## config.mk

```make
export PLATFORM = sky130hd
export DESIGN_NAME = imm_decode_stage
export DESIGN_NICKNAME = d
export VERILOG_FILES = /design/src/rtl/imm_decode_stage.sv
export SDC_FILE = /design/constraint.sdc
export NUM_CORES = 1
export LEC_CHECK = 0
export ABC_AREA = 1
export BUFFER_PORTS_ARGS = -buffer_cell sky130_fd_sc_hd__buf_2
export CORE_UTILIZATION = 55
export CTS_CLUSTER_DIAMETER = 100
export DETAILED_ROUTE_END_ITERATION = 6
export GPL_TIMING_DRIVEN = 0
export PLACE_DENSITY_LB_ADDON = 0.3
export SLEW_MARGIN = 10
export SYNTH_ARGS = -nofsm -noshare
export SYNTH_HDL_FRONTEND = slang
export SYNTH_SLANG_ARGS = --single-unit
```

## constraint.sdc

```tcl
create_clock -name clk -period 3.8 [get_ports clk]
set_input_delay 0.57 -clock clk [delete_from_list [all_inputs] [get_ports clk]]
set_output_delay 0.57 -clock clk [all_outputs]
set_load 0.01 [all_outputs]
```

## src/rtl/imm_decode_stage.sv

```systemverilog
// Decode register between fetch and the immediate extender: classifies the RV32I opcode,
// slices the six immediate fields and buffers decoded entries in a two-slot skid buffer.
module imm_decode_stage #(
   parameter int PC_W = 32
) (
   input  logic            clk,
   input  logic            rst_n,
   input  logic            flush,
   input  logic            in_valid,
   output logic            in_ready,
   input  logic [31:0]     in_instr,
   input  logic [PC_W-1:0] in_pc,
   output logic            out_valid,
   input  logic            out_ready,
   output logic [PC_W-1:0] out_pc,
   output logic [2:0]      out_sel,
   output logic [11:0]     out_mux2,
   output logic [4:0]      out_mux3,
   output logic [11:0]     out_mux4,
   output logic [19:0]     out_mux5,
   output logic [19:0]     out_mux6,
   output logic [11:0]     out_mux7,
   output logic            out_illegal
);

   typedef enum logic [6:0] {
      OP_IMM    = 7'b0010011,
      OP_LOAD   = 7'b0000011,
      OP_JALR   = 7'b1100111,
      OP_STORE  = 7'b0100011,
      OP_LUI    = 7'b0110111,
      OP_AUIPC  = 7'b0010111,
      OP_JAL    = 7'b1101111,
      OP_BRANCH = 7'b1100011,
      OP_REG    = 7'b0110011
   } opcode_e;

   typedef enum logic [2:0] {
      SEL_I     = 3'b000,
      SEL_JALR  = 3'b001,
      SEL_SHAMT = 3'b010,
      SEL_S     = 3'b011,
      SEL_U     = 3'b100,
      SEL_J     = 3'b101,
      SEL_B     = 3'b110,
      SEL_NONE  = 3'b111
   } sel_e;

   typedef enum logic [1:0] {
      OCC_EMPTY = 2'd0,
      OCC_ONE   = 2'd1,
      OCC_TWO   = 2'd2
   } occ_e;

   typedef struct packed {
      logic [PC_W-1:0] pc;
      logic [2:0]      sel;
      logic [11:0]     mux2;
      logic [4:0]      mux3;
      logic [11:0]     mux4;
      logic [19:0]     mux5;
      logic [19:0]     mux6;
      logic [11:0]     mux7;
      logic            illegal;
   } entry_t;

   entry_t dec;
   entry_t main_q;
   entry_t skid_q;
   occ_e   occ_q;
   occ_e   occ_d;
   logic   acc;
   logic   emit;
   logic   load_main;
   logic   load_skid;
   logic   skid_to_main;

   always_comb begin
      dec         = '0;
      dec.pc      = in_pc;
      dec.mux2    = in_instr[31:20];
      dec.mux3    = in_instr[24:20];
      dec.mux4    = {in_instr[31:25], in_instr[11:7]};
      dec.mux5    = in_instr[31:12];
      dec.mux6    = {in_instr[31], in_instr[19:12], in_instr[20], in_instr[30:21]};
      dec.mux7    = {in_instr[31], in_instr[7], in_instr[30:25], in_instr[11:8]};
      dec.sel     = SEL_NONE;
      dec.illegal = 1'b0;
      case (in_instr[6:0])
         OP_IMM: begin
            // Only the shift forms use the shamt field
            if (in_instr[14:12] == 3'b001 || in_instr[14:12] == 3'b101) dec.sel = SEL_SHAMT;
            else                                                         dec.sel = SEL_I;
         end
         OP_LOAD:          dec.sel = SEL_I;
         OP_JALR:          dec.sel = SEL_JALR;
         OP_STORE:         dec.sel = SEL_S;
         OP_LUI, OP_AUIPC: dec.sel = SEL_U;
         OP_JAL:           dec.sel = SEL_J;
         OP_BRANCH:        dec.sel = SEL_B;
         OP_REG:           dec.sel = SEL_NONE;
         default: begin
            dec.sel     = SEL_NONE;
            dec.illegal = 1'b1;
         end
      endcase
   end

   // Handshake flags depend only on the registered occupancy
   assign in_ready  = (occ_q != OCC_TWO);
   assign out_valid = (occ_q != OCC_EMPTY);
   assign acc       = in_valid & in_ready;
   assign emit      = out_valid & out_ready;

   always_ff @(posedge clk or negedge rst_n) begin
      if (!rst_n) occ_q <= OCC_EMPTY;
      else        occ_q <= occ_d;
   end

   always_comb begin
      occ_d        = occ_q;
      load_main    = 1'b0;
      load_skid    = 1'b0;
      skid_to_main = 1'b0;
      if (flush) begin
         occ_d = OCC_EMPTY;
      end else begin
         case (occ_q)
            OCC_EMPTY: begin
               if (acc) begin
                  load_main = 1'b1;
                  occ_d     = OCC_ONE;
               end
            end
            OCC_ONE: begin
               case ({acc, emit})
                  2'b11: load_main = 1'b1;
                  2'b10: begin
                     load_skid = 1'b1;
                     occ_d     = OCC_TWO;
                  end
                  2'b01: occ_d = OCC_EMPTY;
                  default: occ_d = OCC_ONE;
               endcase
            end
            OCC_TWO: begin
               if (emit) begin
                  skid_to_main = 1'b1;
                  occ_d        = OCC_ONE;
               end
            end
            default: occ_d = OCC_EMPTY;
         endcase
      end
   end

   always_ff @(posedge clk or negedge rst_n) begin
      if (!rst_n) begin
         main_q <= '0;
         skid_q <= '0;
      end else begin
         if (load_main)         main_q <= dec;
         else if (skid_to_main) main_q <= skid_q;
         if (load_skid)         skid_q <= dec;
      end
   end

   assign out_pc      = main_q.pc;
   assign out_sel     = main_q.sel;
   assign out_mux2    = main_q.mux2;
   assign out_mux3    = main_q.mux3;
   assign out_mux4    = main_q.mux4;
   assign out_mux5    = main_q.mux5;
   assign out_mux6    = main_q.mux6;
   assign out_mux7    = main_q.mux7;
   assign out_illegal = main_q.illegal;

endmodule

```

# Yosys cells after proc, flatten, opt, wreduce, memory -nomap -nowiden
# Cells that the tools add are included.
[classes] n_eq_ne=20 muxes=20 bitwise=2 n_reduce_logical=7
[ops] cell="$mux W117" count=2
[ops] cell="$eq A7 B6 Y1 const B" count=3
[ops] cell="$eq A7 B7 Y1 const B" count=3
[ops] cell="$pmux W3 S7" count=1
[ops] cell="$eq A7 B5 Y1 const B" count=2
[ops] cell="$pmux W2 S3" count=2
[ops] cell="$mux W1" count=10
[ops] cell="$ne A3 B3 Y1 const B" count=3
[ops] cell="$reduce_or A9 Y1" count=1
[ops] cell="$mux W2" count=4
[ops] cell="$eq A7 B2 Y1 const B" count=1
[ops] cell="$eq A2 B2 Y1 const B" count=3
[ops] cell="$eq A2 B1 Y1 const B" count=2
[ops] cell="$reduce_bool A2 Y1" count=2
[ops] cell="$eq A3 B1 Y1 const B" count=1
[ops] cell="$eq A3 B3 Y1 const B" count=1
[ops] cell="$reduce_and A3 Y1" count=1
[ops] cell="$and A1 B1 Y1" count=2
[ops] cell="$logic_not A2 Y1" count=1
[ops] cell="$ne A2 B2 Y1 const B" count=1
[ops] cell="$pmux W1 S2" count=1
[ops] cell="$reduce_or A2 Y1" count=1
[ops] cell="$logic_or A1 B1 Y1" count=1
[totals] reg_bits=236 in_bits=69 out_inout_bits=119 elab_cells=68

# Longest topological paths before layout
[depth] ltp_word=7 depth_mapped=12 ltp_nobuf=11

# Worst setup path before layout
# OpenSTA, ideal clock, no wires.
[synth_timing] path_kind="input port to flip-flop" start="input port out_ready" end="register skid_q[33] in the netlist's numbering" setup_time_ps=133 arrival_time_ps=1630 required_ps=3667 slack_ps=2037 path_stages=8 n_path_buf=2 path_cell_list="inv_1 > nor2_1 > inv_1 > ha_1 > nand3_1 > buf_2 > clkbuf_1 > o21ai_0"
[synth_between] elab_chain_cells=5
[synth_rtl] item="from (decl)" line="14" source="input logic out_ready,"
[synth_rtl] item="$and A1 B1 Y1" line="113" source="assign emit = out_valid & out_ready;"
[synth_rtl] item="$eq A2 B2 Y1" line="136" source="case ({acc, emit})"
[synth_rtl] item="$mux W1" line="136"
[synth_rtl] item="$mux W1" line="128" source="case (occ_q)"
[synth_rtl] item="$mux W1" line="125" source="if (flush) begin"
[synth_rtl] item="to (signal assigned)" line="160" source="skid_q <= '0;"
[synth_rtl] item="to (signal assigned)" line="164" source="if (load_skid) skid_q <= dec;"
[synth_rtl] item="to (decl)" line="69" source="entry_t skid_q;"
# Every way passes these cells.
# A chain may end at the register's enable or synchronous reset.

# Final worst setup path
[layout_timing] start="register occ_q[1]" end="register main_q (netlist bit out_pc[7])"
[layout_between] elab_chain_cells=7 elab_cells_between_ends=17 classes_between="eq/ne (4); mux (8); bitwise (2); reduce/logical (3)"
[layout_rtl] item="from (decl)" line="70" source="occ_e occ_q;"
[layout_rtl] item="from (signal assigned)" line="116" source="if (!rst_n) occ_q <= OCC_EMPTY;"
[layout_rtl] item="from (signal assigned)" line="117" source="else occ_q <= occ_d;"
[layout_rtl] item="$ne A2 B2 Y1 or $reduce_bool A2 Y1 (tied branches)" line="110, 111"
[layout_rtl] item="$and A1 B1 Y1, on equally long branches" line="112, 113"
[layout_rtl] item="$eq A2 B2 Y1" line="136"
[layout_rtl] item="$mux W1" line="136"
[layout_rtl] item="$pmux W1 S2" line="128"
[layout_rtl] item="$mux W1" line="125"
[layout_rtl] item="$mux W117 or $reduce_bool A2 Y1 (tied branches)"
[layout_rtl] item="to (signal assigned)" line="163" source="else if (skid_to_main) main_q <= skid_q;"
[layout_rtl] item="to (decl)" line="68" source="entry_t main_q;"
# Parallel ways exist; a longest one is shown, timed or not.

==> results.json <==
{
  "outcome": "completed",
  "worst_slack_ns": 1.66,
  "gp_congestion": 0.784,
  "tns_ns": 0,
  "drc_errors": 0,
  "path_max_fanout": 10,
  "slowest_delay_ns": 0.45,
  "die_w_um": 103,
  "ys_types": 19,
  "cts_buffer_depth": 2,
  "cp_slowest_cell": "clkbuf_1",
  "routedWlPerCell_um": 14.5,
  "period_needed_ns": 2.14,
  "setup_violations": 0,
  "leakage_uw": 0.00429,
  "final_common_cell": "nand2_1",
  "grt_max_degree": 65,
  "gr-usage-all-layers_pct": 28.5,
  "hold_class": "input pin to asynchronous set/reset pin",
  "cts-buffers-inserted": 17,
  "rsz0062_at_grt": "false",
  "io_pins": 188,
  "seq_area_mm2": 0.00310,
  "ff2ff_setup_slack_ns": 1.66,
  "r2r-start": "occ_q[1]$_DFFE_PN0P_",
  "grt_pass1_vias": 4840,
  "fin_worst_skew_ns": 0.00756,
  "max_slew.worst_pin.slew_ns": 0.582,
  "critical_path_arrival_ns": 2.58,
  "htreeDepth": 4,
  "num_rows": 36,
  "syn_inst": 657,
  "pwr_density_cell_mw_per_mm2": 702,
  "drive_gt1_share_pct": 34.3,
  "clkSinkCount": 124,
  "postCtsHoldBufs": 0,
  "dp.cells": 978,
  "final_cells": 1010,
  "num-fill-cells": 693,
  "wl_um": 14700,
  "synth.cell_area_mm2": 0.00564,
  "antenna_found_initial": 0,
  "cts_tree": "done",
  "ir_worst_vdd_v": 0.000334,
  "utilization_pct": 75.0,
  "ant_nets": 0,
  "cts_resized": 0,
  "coreArea_mm2": 0.00986,
  "synth-seq-area-share_pct": 55.0,
  "slew_violations": 0,
  "period_share_pct": 56.2,
  "drtIter0Drc": 212,
  "finalHoldViolCount": 0,
  "end_kind": "register",
  "synth_nets": 728,
  "avgSynthCellArea_um2": 8.59,
  "dieArea_mm2": 0.0107,
  "maxCapViolations": 0,
  "required_ns": 4.25,
  "gr-total-overflow": 0,
  "vias": 5141,
  "port_buffers": 187,
  "grt_pass1_wl_um": 22800,
  "crit_top_cell": "nand2_1",
  "layout_common_cells": "nand2_1 (317), buf_2 (206), dfrtp_1 (124)",
  "start_util_pct": 57.2,
  "area_growth_pct": 31.1,
  "multi_input_area_mm2": 0.00189,
  "critical_path.cell_chain": "nand2_1, inv_1, nor2_1, ha_1, nand3_1, nand2_2, clkbuf_1, a22oi_1, nand2_1",
  "diodes": 0,
  "viasPerCell": 5.09,
  "yosys_warnings": 0,
  "ys_ff_latch": 124,
  "dpl_worst_slack_ns": 1.58,
  "max_clock_freq_ghz": 0.468,
  "hpwl_um": 10200,
  "path_class": "register to register",
  "cp-start-kind": "register",
  "fp.dieH_um": 103,
  "drtPass1Iterations": 5,
  "relSlewSlack_pct": 61.2,
  "post_cts_buffers": 0,
  "reg2reg_to": "out_pc[7]$_DFFE_PN0P_",
  "root_buffer": "clkbuf_8",
  "clkLatencyLatePin_ns": 0.51,
  "nNetsFinal": 935,
  "path_clk_slew_ns": 0.06,
  "rr_worst_depth": 9
}
-- state kept, by name, indices dropped and copies added (netlist names) --
signal	count
skid_q	61
out_mux2	12
out_mux5	8
out_pc	32
out_illegal	1
out_mux4	5
occ_q	2
out_sel	3
-- routing by layer --
layer | global-route usage (%) | routed length, µm | part of all wire (%) | up-vias
li1 | - | - | - | 2452
met1 | 33.1 | 5920 | 40 | 2445
met4 | 12.1 | 299 | 2.0 | 0
met5 | 0 | 0 | 0 | -
met3 | 7.12 | 1040 | 7.1 | 25
met2 | 50.2 | 7430 | 51 | 219
-- worst max-delay path: cells and delay by family, from the launching register on --
kind / cells / cell delay, ns
buffers and inverters: 2 / 0.53
DFF: 1 / 0.42
and+or+nand+nor: 5 / 0.78
adders and majority gates: 1 / 0.18
AOI/OAI and AO/OA: 1 / 0.17
-- stage by stage --
stage,instance area [µm²],power (µW),hold WS (ns)
final,7400,5190,0.0302
after detailed placement,6780,3530,0.460
after CTS,7400,5210,0.0364
after floorplan,5640,2910,0.274
after global routing,7400,5490,0.0658
after global placement,6740,3440,0.457
-- synthesized netlist by cell type --
library cell | count | share of area (%)
buf_4 | 58 | 7.7
clkbuf_1 | 8 | 0.53
nor3_4 | 1 | 0.29
ha_1 | 2 | 0.44
nor3_1 | 2 | 0.18
buf_2 | 20 | 1.8
nand3_1 | 15 | 1.3
inv_1 | 19 | 1.3
dfrtp_1 | 124 | 55
nand2_2 | 1 | 0.11
buf_1 | 1 | 0.066
nor2_4 | 1 | 0.20
a22oi_1 | 59 | 7.9
o21ai_0 | 6 | 0.53
nor2_1 | 19 | 1.3
o21ai_1 | 1 | 0.089
nand2_1 | 317 | 21
inv_2 | 1 | 0.066
a21oi_1 | 2 | 0.18
-- worst max path at each step --
stage | startpoint | endpoint | slack (ns) | depth (start not counted)
after detailed placement | out_ready | skid_q[33]$_DFFE_PN0P_ | 1.58 | 9
after CTS | occ_q[1]$_DFFE_PN0P_ | out_pc[7]$_DFFE_PN0P_ | 1.70 | 9
after floorplan | out_ready | skid_q[33]$_DFFE_PN0P_ | 2.04 | 8
after global placement | rst_n | out_pc[27]$_DFFE_PN0P_ | 0.66 | 1
after global routing | occ_q[1]$_DFFE_PN0P_ | out_pc[7]$_DFFE_PN0P_ | 1.51 | 9
final | occ_q[1]$_DFFE_PN0P_ | out_pc[7]$_DFFE_PN0P_ | 1.66 | 9
-- cell type report --
cell class / count / area share (%)
plain buffers: 87 / 7.70
clock buffers: 23 / 6.58
well taps: 133 / 2.25
repair buffers: 188 / 13.1
clock inverters: 9 / 1.81
inverters: 20 / 1.01
flip-flops and latches: 124 / 41.9
multi-input cells: 426 / 25.6
-- report_power, final --
group          leakage (µW)  internal, µW  switching (µW)
sequential          0.00154          1770             305
clock              0.000293          1090             579
combinational       0.00245           705             748
-- cell families after synthesis --
group / Yosys count / synth area share [%]
flip-flops: 124 / 55.0
AND/OR/NAND/NOR: 356 / 24.5
AO/OA/AOI/OAI: 68 / 8.65
adder cells (fa/ha/maj): 2 / 0.444
buffers and inverters: 107 / 11.4
No activity file was read; power rests on OpenSTA's default activity.
